File: src/rtl/shot_if.sv
// Signal bundle between shot_unit and the rest of the game: ship/heading inputs,
// scan position, collision feedback and the mixer-facing draw/colour outputs.
interface shot_if #(
  parameter int WIDTH     = 640,
  parameter int HEIGHT    = 480,
  parameter int NUM_SHOTS = 4
);
  localparam int XW = $clog2(WIDTH);
  localparam int YW = $clog2(HEIGHT);
  localparam int CW = $clog2(NUM_SHOTS + 1);

  logic                game_over;
  logic                fire;
  logic                frame_tick;
  logic                collision;
  logic [XW-1:0]       ship_x;
  logic [YW-1:0]       ship_y;
  logic signed [17:0]  sin_val;
  logic signed [17:0]  cos_val;
  logic [XW-1:0]       pxl_x;
  logic [YW-1:0]       pxl_y;
  logic [3:0]          Red;
  logic [3:0]          Green;
  logic [3:0]          Blue;
  logic                Draw;
  logic [CW-1:0]       active_cnt;

  modport master (
    output game_over, fire, frame_tick, collision,
    output ship_x, ship_y, sin_val, cos_val, pxl_x, pxl_y,
    input  Red, Green, Blue, Draw, active_cnt
  );

  modport slave (
    input  game_over, fire, frame_tick, collision,
    input  ship_x, ship_y, sin_val, cos_val, pxl_x, pxl_y,
    output Red, Green, Blue, Draw, active_cnt
  );
endinterface

File: src/rtl/shot_unit.sv
// Ship projectile manager: spawns bullets along the ship heading, moves them once
// per frame with screen wrap, expires/kills them, and renders 2x2 squares.
module shot_unit #(
  parameter int WIDTH     = 640,
  parameter int HEIGHT    = 480,
  parameter int NUM_SHOTS = 4,
  parameter int SPEED     = 6,
  parameter int LIFETIME  = 48,
  parameter int COOLDOWN  = 6
) (
  input  logic  clk,
  input  logic  resetN,
  shot_if.slave bus
);
  localparam int XW  = $clog2(WIDTH);
  localparam int YW  = $clog2(HEIGHT);
  localparam int CW  = $clog2(NUM_SHOTS + 1);
  localparam int IW  = (NUM_SHOTS > 1) ? $clog2(NUM_SHOTS) : 1;
  localparam int PXW = XW + 8;
  localparam int PYW = YW + 8;
  localparam int VW  = 14;
  localparam logic signed [PXW+1:0] X_SPAN   = (PXW+2)'(WIDTH * 256);
  localparam logic signed [PYW+1:0] Y_SPAN   = (PYW+2)'(HEIGHT * 256);
  localparam logic signed [23:0]    SPEED_S  = 24'(SPEED);
  localparam logic [IW-1:0]         LAST_IDX = IW'(NUM_SHOTS - 1);

  typedef enum logic {IDLE, UPDATE} state_t;

  state_t                state;
  logic [IW-1:0]         upd_idx;
  logic [NUM_SHOTS-1:0]  live;
  logic [NUM_SHOTS-1:0]  hit;
  logic [PXW-1:0]        pos_x [NUM_SHOTS];
  logic [PYW-1:0]        pos_y [NUM_SHOTS];
  logic signed [VW-1:0]  vel_x [NUM_SHOTS];
  logic signed [VW-1:0]  vel_y [NUM_SHOTS];
  logic [7:0]            life  [NUM_SHOTS];
  logic                  fire_d;
  logic                  pend;
  logic [7:0]            cooldown;
  logic                  draw_q;
  logic [CW-1:0]         cnt_q;

  logic                  fire_req;
  logic                  do_spawn;
  logic                  kill;
  logic                  free_found;
  logic [IW-1:0]         free_idx;
  logic [NUM_SHOTS-1:0]  hit_next;
  logic [CW-1:0]         live_count;
  logic signed [23:0]    prod_x;
  logic signed [23:0]    prod_y;
  logic signed [23:0]    prod_y_neg;
  logic signed [VW-1:0]  spawn_vx;
  logic signed [VW-1:0]  spawn_vy;
  logic signed [PXW+1:0] nx_raw;
  logic signed [PXW+1:0] nx_fix;
  logic signed [PYW+1:0] ny_raw;
  logic signed [PYW+1:0] ny_fix;

  // Unsigned differences make anything left of / above the bullet a miss, so no wrap here
  function automatic logic covers(input logic [XW-1:0] bx, input logic [YW-1:0] by,
                                  input logic [XW-1:0] px, input logic [YW-1:0] py);
    logic [XW:0] dx;
    logic [YW:0] dy;
    dx = {1'b0, px} - {1'b0, bx};
    dy = {1'b0, py} - {1'b0, by};
    return (dx <= (XW+1)'(1)) && (dy <= (YW+1)'(1));
  endfunction

  assign fire_req = bus.fire && !fire_d && !bus.game_over && (cooldown == 8'd0);
  assign do_spawn = pend && (state == IDLE) && free_found && !bus.game_over;
  assign kill     = bus.collision && draw_q;

  assign prod_x     = 24'(bus.sin_val) * SPEED_S;
  assign prod_y     = 24'(bus.cos_val) * SPEED_S;
  assign prod_y_neg = -prod_y;
  assign spawn_vx   = VW'(prod_x >>> 8);
  assign spawn_vy   = VW'(prod_y_neg >>> 8);

  assign nx_raw = $signed({2'b00, pos_x[upd_idx]}) + (PXW+2)'(vel_x[upd_idx]);
  assign ny_raw = $signed({2'b00, pos_y[upd_idx]}) + (PYW+2)'(vel_y[upd_idx]);

  always_comb begin
    nx_fix = nx_raw;
    if (nx_raw[PXW+1])
      nx_fix = nx_raw + X_SPAN;
    else if (nx_raw >= X_SPAN)
      nx_fix = nx_raw - X_SPAN;
    ny_fix = ny_raw;
    if (ny_raw[PYW+1])
      ny_fix = ny_raw + Y_SPAN;
    else if (ny_raw >= Y_SPAN)
      ny_fix = ny_raw - Y_SPAN;
  end

  // Descending scan so the lowest free index is the one left standing
  always_comb begin
    free_found = 1'b0;
    free_idx   = '0;
    for (int i = NUM_SHOTS - 1; i >= 0; i--) begin
      if (!live[i]) begin
        free_found = 1'b1;
        free_idx   = IW'(i);
      end
    end
  end

  always_comb begin
    hit_next   = '0;
    live_count = '0;
    for (int i = 0; i < NUM_SHOTS; i++) begin
      hit_next[i] = live[i] && !bus.game_over &&
                    covers(pos_x[i][PXW-1:8], pos_y[i][PYW-1:8], bus.pxl_x, bus.pxl_y);
      live_count  = live_count + CW'(live[i]);
    end
  end

  always_ff @(posedge clk or negedge resetN) begin
    if (!resetN) begin
      state    <= IDLE;
      upd_idx  <= '0;
      live     <= '0;
      hit      <= '0;
      fire_d   <= 1'b0;
      pend     <= 1'b0;
      cooldown <= 8'd0;
      draw_q   <= 1'b0;
      cnt_q    <= '0;
      for (int i = 0; i < NUM_SHOTS; i++) begin
        pos_x[i] <= '0;
        pos_y[i] <= '0;
        vel_x[i] <= '0;
        vel_y[i] <= '0;
        life[i]  <= 8'd0;
      end
    end else begin
      fire_d <= bus.fire;
      hit    <= hit_next;
      draw_q <= |hit_next;
      cnt_q  <= live_count;

      if (do_spawn)
        cooldown <= 8'(COOLDOWN);
      else if (bus.frame_tick && cooldown != 8'd0)
        cooldown <= cooldown - 8'd1;

      if (bus.game_over)
        pend <= 1'b0;
      else if (fire_req)
        pend <= 1'b1;
      else if (state == IDLE)
        pend <= 1'b0;

      case (state)
        IDLE: begin
          if (bus.frame_tick) begin
            state   <= UPDATE;
            upd_idx <= '0;
          end
        end
        UPDATE: begin
          if (upd_idx == LAST_IDX)
            state <= IDLE;
          else
            upd_idx <= upd_idx + IW'(1);
        end
        default: state <= IDLE;
      endcase

      // Kill outranks the frame update; spawn only ever lands on a slot that was free
      for (int i = 0; i < NUM_SHOTS; i++) begin
        if (bus.game_over) begin
          live[i] <= 1'b0;
        end else if (kill && hit[i]) begin
          live[i] <= 1'b0;
        end else if (do_spawn && free_idx == IW'(i)) begin
          live[i]  <= 1'b1;
          pos_x[i] <= {bus.ship_x, 8'h00};
          pos_y[i] <= {bus.ship_y, 8'h00};
          vel_x[i] <= spawn_vx;
          vel_y[i] <= spawn_vy;
          life[i]  <= 8'(LIFETIME);
        end else if (state == UPDATE && upd_idx == IW'(i) && live[i]) begin
          life[i] <= life[i] - 8'd1;
          if (life[i] == 8'd1) begin
            live[i] <= 1'b0;
          end else begin
            pos_x[i] <= PXW'(nx_fix);
            pos_y[i] <= PYW'(ny_fix);
          end
        end
      end
    end
  end

  assign bus.Draw       = draw_q;
  assign bus.Red        = {4{draw_q}};
  assign bus.Green      = {4{draw_q}};
  assign bus.Blue       = {4{draw_q}};
  assign bus.active_cnt = cnt_q;
endmodule

File: src/flat_wrapper.sv
// flat-port wrapper written by rule: the top's interface ports become plain ports
module shot_unit_flat 
#(
  parameter int WIDTH     = 640,
  parameter int HEIGHT    = 480,
  parameter int NUM_SHOTS = 4,
  parameter int SPEED     = 6,
  parameter int LIFETIME  = 48,
  parameter int COOLDOWN  = 6
)
  (clk, resetN, bus_game_over, bus_fire, bus_frame_tick, bus_collision, bus_ship_x, bus_ship_y, bus_sin_val, bus_cos_val, bus_pxl_x, bus_pxl_y, bus_Red, bus_Green, bus_Blue, bus_Draw, bus_active_cnt);
  shot_if #(.WIDTH(WIDTH), .HEIGHT(HEIGHT), .NUM_SHOTS(NUM_SHOTS)) bus_i ();
  input  logic clk;
  input  logic resetN;
  input wire logic [$bits(bus_i.game_over)-1:0] bus_game_over;
  input wire logic [$bits(bus_i.fire)-1:0] bus_fire;
  input wire logic [$bits(bus_i.frame_tick)-1:0] bus_frame_tick;
  input wire logic [$bits(bus_i.collision)-1:0] bus_collision;
  input wire logic [$bits(bus_i.ship_x)-1:0] bus_ship_x;
  input wire logic [$bits(bus_i.ship_y)-1:0] bus_ship_y;
  input wire logic [$bits(bus_i.sin_val)-1:0] bus_sin_val;
  input wire logic [$bits(bus_i.cos_val)-1:0] bus_cos_val;
  input wire logic [$bits(bus_i.pxl_x)-1:0] bus_pxl_x;
  input wire logic [$bits(bus_i.pxl_y)-1:0] bus_pxl_y;
  output wire logic [$bits(bus_i.Red)-1:0] bus_Red;
  output wire logic [$bits(bus_i.Green)-1:0] bus_Green;
  output wire logic [$bits(bus_i.Blue)-1:0] bus_Blue;
  output wire logic [$bits(bus_i.Draw)-1:0] bus_Draw;
  output wire logic [$bits(bus_i.active_cnt)-1:0] bus_active_cnt;
  assign bus_i.game_over = bus_game_over;
  assign bus_i.fire = bus_fire;
  assign bus_i.frame_tick = bus_frame_tick;
  assign bus_i.collision = bus_collision;
  assign bus_i.ship_x = bus_ship_x;
  assign bus_i.ship_y = bus_ship_y;
  assign bus_i.sin_val = bus_sin_val;
  assign bus_i.cos_val = bus_cos_val;
  assign bus_i.pxl_x = bus_pxl_x;
  assign bus_i.pxl_y = bus_pxl_y;
  assign bus_Red = bus_i.Red;
  assign bus_Green = bus_i.Green;
  assign bus_Blue = bus_i.Blue;
  assign bus_Draw = bus_i.Draw;
  assign bus_active_cnt = bus_i.active_cnt;
  shot_unit #(.WIDTH(WIDTH), .HEIGHT(HEIGHT), .NUM_SHOTS(NUM_SHOTS), .SPEED(SPEED), .LIFETIME(LIFETIME), .COOLDOWN(COOLDOWN)) u_core (.clk(clk), .resetN(resetN), .bus(bus_i));
endmodule
File: config.mk
export PLATFORM = sky130hd
export DESIGN_NAME = shot_unit_flat
export DESIGN_NICKNAME = d
export VERILOG_FILES = /design/src/rtl/shot_if.sv /design/src/rtl/shot_unit.sv /design/src/flat_wrapper.sv
export SDC_FILE = /design/constraint.sdc
export NUM_CORES = 1
export LEC_CHECK = 0
export ABC_AREA = 1
export BUFFER_PORTS_ARGS = -buffer_cell sky130_fd_sc_hd__buf_2
export CAP_MARGIN = 20
export CORE_ASPECT_RATIO = 0.6
export CORE_MARGIN = 4
export CORE_UTILIZATION = 45
export CTS_CLUSTER_SIZE = 8
export DETAILED_ROUTE_END_ITERATION = 8
export GPL_TIMING_DRIVEN = 0
export PLACE_DENSITY = 0.62
export SLEW_MARGIN = 15
export SYNTH_ARGS = -nofsm -noshare
export SYNTH_HDL_FRONTEND = slang
export SYNTH_SLANG_ARGS = --single-unit
File: constraint.sdc
create_clock -name clk -period 6.2 [get_ports clk]
set_clock_uncertainty 0.15 [all_clocks]
set_input_delay 0.31 -clock clk [delete_from_list [all_inputs] [get_ports clk]]
set_output_delay 0.31 -clock clk [all_outputs]
set_load 0.05 [all_outputs]
; Yosys cells after proc, flatten, opt, wreduce, memory -nomap -nowiden
; Index checks and enable logic that the tools add are counted.
; W data, S select, Z words.
[totals]
register_bits = 309
[classes]
n_mul = 2
n_lt_le_gt_ge = 11
muxes = 87
n_eq_ne = 17
n_reduce_logical = 73
bitwise_logic = 7
add_sub_neg = 24
[ops]
columns = op, count
row1 = $mux W18, 16
row2 = $mux W17, 16
row3 = $mux W8, 10
row4 = $bmux W14 S2, 2
row5 = $mux W14, 4
row6 = $le A11 B1 Y1 const B, 4
row7 = $sub A10 B10 Y11, 4
row8 = $mul A18 B3 Y21 const B, 2
row9 = $le A10 B1 Y1 const B, 4
row10 = $sub A8 B1 Y8 const B, 5
row11 = $sub A9 B9 Y10, 4
row12 = $bmux W18 S2, 1
row13 = $logic_and A1 B1 Y1, 36
row14 = $bmux W17 S2, 1
row15 = $eq A8 B1 Y1 const B, 4
row16 = $reduce_bool A4 Y1, 8
row17 = $mux W1, 29
row18 = $reduce_and A3 Y1, 8
row19 = $neg A22 Y22, 1
row20 = $add A19 B14 Y20, 1
row21 = $ge A20 B19 Y1 const B, 1
row22 = $add A18 B14 Y19, 1
row23 = $ge A19 B18 Y1 const B, 1
row24 = $add A18 B18 Y18 const B, 1
row25 = other kinds (25), 57

; Logic depth before layout (Yosys ltp)
[logic_depth]
depth_word = 11
mapped_depth = 28

; Worst setup path after synthesis
; No wires, ideal clock.
[synth_timing]
path_type = register to register
start = reg u_core.upd_idx[0]
end = reg u_core.pos_y[64] (netlist bit)
path_stages_with_launch = 27
slack_ns = 2.243
setup_ns = 0.126
synth_period_minus_slack_ns = 3.957
t_required_ns = 5.924
path_buffers = 4
t_arrival_ns = 3.681
path_cell_list = dfrtp_1 > buf_2 > clkbuf_1 > clkbuf_1 > clkbuf_1 > nor2_1 > o22ai_1 > ha_1 > inv_1 > fa_1 > inv_1 > nand2_1 > nand3_2 > nand2_1 > nand2_1 > nand2_1 > nand2_1 > inv_1 > ha_1 > nand3_1 > nor2_1 > o21ai_2 > nand3_2 > nand2_1 > nand3_1 > nand2_1 > o21ai_0
[synth_between]
elab_chain_cells = 11
elab_cells_between_ends = 21
cone_classes = add/sub (3) / order compare (1) / mux (11) / bitwise (1) / reduce/logical (5)
[synth_lines]
columns = element, line
row1 = start: declaration, shot_unit.sv:30  ; logic [IW-1:0] upd_idx;
row2 = start signal: assignment, shot_unit.sv:166  ; upd_idx <= upd_idx + IW'(1);
row3 = $not A2 Y3 (not written as such), shot_unit.sv:82  ; assign ny_raw = $signed({2'b00, pos_y[upd_idx]}) + (PYW+2)'(vel_y[upd_idx]);
row4 = $bmux W17 S2 or $bmux W14 S2 (tied branches), shot_unit.sv:82
row5 = $mux W17 (not written as such) or $mux W14 (tied branches) (2 in a row), shot_unit.sv:82
row6 = $add A18 B14 Y19, shot_unit.sv:82
row7 = $sub A17 B14 Y17 or $ge A19 B18 Y1 (tied branches), "shot_unit.sv:94, shot_unit.sv:93"
row8 = $mux W17, shot_unit.sv:93  ; else if (ny_raw >= Y_SPAN)
row9 = $mux W17, shot_unit.sv:91  ; if (ny_raw[PYW+1])
row10 = $mux W17, shot_unit.sv:186  ; if (life[i] == 8'd1) begin
row11 = $mux W17, shot_unit.sv:184  ; end else if (state == UPDATE && upd_idx == IW'(i) && live[i]) begin
row12 = $mux W17, shot_unit.sv:177  ; end else if (do_spawn && free_idx == IW'(i)) begin
row13 = end signal: indexed assignment, shot_unit.sv:180  ; pos_y[i] <= {bus.ship_y, 8'h00};
row14 = end signal: indexed assignment, shot_unit.sv:190  ; pos_y[i] <= PYW'(ny_fix);
row15 = end: declaration, shot_unit.sv:34  ; logic [PYW-1:0] pos_y [NUM_SHOTS];
; Parallel ways exist; a longest one is shown, timed or not. The select of a mux whose other input is x is not followed.
; A chain may end at the register's enable or synchronous reset.

; Worst setup path after layout
[layout_timing]
start = reg u_core.upd_idx[0]
end = reg u_core.pos_y[48] (netlist bit)
; Same word-level chain as after synthesis.

==> results by group <==
STA
  – Setup WS post-layout: 173 ps
  – Hold Slack: 31.5 ps
  – Setup repair after global routing missed its margin: no
  – Fin crit share: 97.2%
  – Final min period: 6030 ps
  – Max Fclk: 0.166 GHz
  – Setup TNS: 0 ps
  – Slew margin rel.: 28.4%
  – Final Hold Fails: 0
  – Pins Over Slew Limit: 0
  – Worst Max-Slew Pin Slew: 1070 ps
  – Final setup violation count: 0

Synth
  – Sequential fraction of the synthesis area: 33.4%
  – Synth Warn #: 0
  – Top FF cell, synth: dfrtp_1
  – Synthesized Nets: 3,491
  – Post-synth EDFFs: 0
  – Mapped Avg Cell Area: 7.22 sq um
  – Largest cells by area after synthesis: dfrtp_1 (33%), nand2_1 (13%), ha_1 (11%), o21ai_0 (6.1%), inv_1 (6.0%)
  – Yosys top cell by area: dfrtp_1
  – Syn Std Cell Area: 23,100 sq um
  – Asr flop ratio synth: 100%
  – Synth unique cells: 71
  – Synth top area share: 33.4%
  – Gate Count Post-Synth: 3,201
  – FF+latch count, synth: 309

Flow run
  – Max Cap Violations: 0

Finish
  – Post-route insts no fill: 4,060
  – Cell area after layout: 25,900 sq um
  – Commonest non-fill, non-tap cell in the layout: nand2_1
  – Fin util: 51.0%
  – Nets: 3,653
  – Area grow syn2layout: 12.2%
  – Layout cells sized above 1: 9.09%
  – Commonest cells after routing, fill and taps aside: nand2_1 (831), inv_1 (369), dfrtp_1 (309)

CTS
  – Post-CTS Setup Bufs: 0
  – Clock root cell: clkbuf_16
  – Clock transition at path regs: 50 ps
  – Clock sink count: 309
  – Inserted Clock Buffers: 44
  – Htree depth: 2
  – Clk Latency, worst-skew pair: 580 ps
  – Post-CTS Resized: 0
  – Max clock buf depth: 3
  – CTS tree: yes

Floorplanning
  – Core area: 50,800 sq um
  – Die X: 301 um
  – Row Count: 64
  – Total die area: 55,200 sq um
  – Starting density of the core: 45.5%
  – IO Pins: 96
  – Die height: 184 um

Worst setup path
  – Element type at the critical path end: flip-flop
  – WP depth: 26
  – CP most frequent cell: nand2_1
  – Number of buffers and inverters on the critical path: 6
  – FF-to-FF End: u_core.pos_y[48]$_DFFE_PN0P_
  – R2r startpoint: u_core.upd_idx[0]$_DFFE_PN0P_
  – CP Launch Type: flip-flop
  – Maximum fanout along the worst path: 10
  – Top delay family on crit path: buffers and inverters
  – CP required: 6500 ps
  – WS Path Type: reg -> reg
  – Worst reg-to-reg path cell count: 26
  – Slowest stage cell on the critical path: clkbuf_1
  – Register-to-register setup slack: 170 ps
  – Critical Path AT: 6330 ps
  – Critical Path Max Stage Delay: 790 ps

Power
  – Max VDD drop: 0.000391 V
  – Seq pwr share: 19.0%
  – Switch share: 53.8%
  – Pleak: 13.5 nW
  – Comb power frac: 62.6%
  – Switching power: 6.51 mW
  – PwrDens: 467 nW/um^2
  – Internal power: 5.60 mW
  – Power Total: 12.1 mW
  – Clock share of power: 18.4%

Min path
  – Min-delay src: bus_sin_val[17]
  – Hold Path End: u_core.vel_x[54]$_DFFE_PN0P_
  – WHS Path Cells: 4
  – HP Class: in -> reg

Route
  – WL final: 88,200 um
  – Drt drc: 0
  – Detailed Routing Iterations Pass 1: 6
  – DR WL/cell: 21.7 um
  – Post-route ant nets: 0
  – Vias: 23,300
  – Drt first-iter violations: 2,689
  – Vias/cell: 5.74

Global route
  – Largest net degree at the start of global routing: 97
  – GRT Util Overall: 31.3%
  – Global-route wire length before repair: 131,000 um
  – Grt ovf: 0
  – Antenna violations before repair: 2
  – Vias in the first global route: 21,600

Placement
  – Routability Congestion: 1.01
  – Cell Area, Placed: 24,600 sq um
  – Hpwl dp: 69,800 um
  – Placed cells: 3,991
  – IO Port Bufs: 94
  – Worst slack, placed: 349 ps

Outcome
  – Status: complete, no violations
-- power groups by stage --
| stage | clock network (mW) | registers, mW | logic, mW |
|---|---|---|---|
| after floorplan | 0 | 2.27 | 4.93 |
| after global placement | 0 | 2.32 | 7.10 |
| after detailed placement | 0 | 2.32 | 7.21 |
| after CTS | 2.23 | 2.29 | 7.26 |
| after global routing | 2.33 | 2.31 | 8.27 |
| final | 2.23 | 2.30 | 7.58 |
-- layout make-up --
class                      count  area [sq um]
fill                        5001         24900
multi-input combinational   2389         13400
sequential                   309          7730
inverter                     389          1460
clock buffer                  44          1100
tap                          693           867
timing repair buffer         117           763
buffer                       113           523
clock inverter                 4          75.1
antenna                        2          5.00
-- how the worst max path moves through the flow --
stage / endpoint / slack [ps] / from
floorplan: u_core.pos_y[64]$_DFFE_PN0P_ / 2240 / u_core.upd_idx[0]$_DFFE_PN0P_
global placement: u_core.pos_x[56]$_DFFE_PN0P_ / -1280 / resetN
detailed placement: u_core.pos_x[53]$_DFFE_PN0P_ / 350 / u_core.upd_idx[1]$_DFFE_PN0P_
CTS: u_core.pos_x[53]$_DFFE_PN0P_ / 330 / u_core.upd_idx[1]$_DFFE_PN0P_
global route: u_core.pos_y[14]$_DFFE_PN0P_ / 70 / u_core.upd_idx[0]$_DFFE_PN0P_
finish: u_core.pos_y[48]$_DFFE_PN0P_ / 170 / u_core.upd_idx[0]$_DFFE_PN0P_
-- kinds of logic after synthesis --
kind of cell,synth area share (%)
AND/OR/NAND/NOR,26.3
buffers and inverters,8.59
flip-flops,33.4
adder cells (fa/ha/maj),11.8
XOR/XNOR,3.52
AO/OA/AOI/OAI,16.4
-- cells in the mapped netlist, types with 4 or more instances --
library cell,count
nand2_2,19
xor2_1,36
or2_1,4
a221oi_1,6
o211ai_1,5
nor2_1,248
xnor2_1,34
inv_1,369
nand3b_1,10
nor2_4,4
a21oi_1,215
nand3_2,12
o21ai_0,284
o22ai_1,73
nor4_1,6
xor2_2,6
buf_2,19
nor2_2,12
a31oi_1,5
ha_1,198
nor3_1,35
nand2_1,831
and2_1,4
o21a_1,5
o21ai_2,5
clkbuf_1,74
buf_4,16
dfrtp_1,309
o21ai_1,36
nand3_1,156
a21boi_0,4
a21o_1,8
or2_2,21
inv_2,19
nand4_1,32
fa_1,12
a32oi_1,7
o21bai_1,7
-- flip-flops by register name (all words and copies together) (netlist names) --
name	flops
u_core.state	1
u_core.bus.active_cnt	3
u_core.vel_x	56
u_core.vel_y	56
u_core.live	4
u_core.cooldown	8
u_core.pend	1
u_core.pos_y	68
u_core.pos_x	72
u_core.upd_idx	2
u_core.hit	4
u_core.bus.Draw	1
u_core.fire_d	1
u_core.life	32
-- timing repair --
action                     4_1_cts  5_1_grt
hold buffers                    20        0
hold endpoints to repair       161        0
setup endpoints to repair        0       14
-- per-layer routing --
metal  vias up  global-route usage (%)  wire length, um
li1      10800                       -                -
met1     11100                    47.8            41400
met2      1254                    40.2            32100
met3       103                    14.3            13400
met4         0                    4.96             1260
met5         -                       0                0
-- worst min-delay path, cell delays in order --
cell     delay (ps)
buf_2           100
xnor2_1         150
nand2_1         100
nand2_1          50
Note: power is estimated with default switching activity, not from simulation.
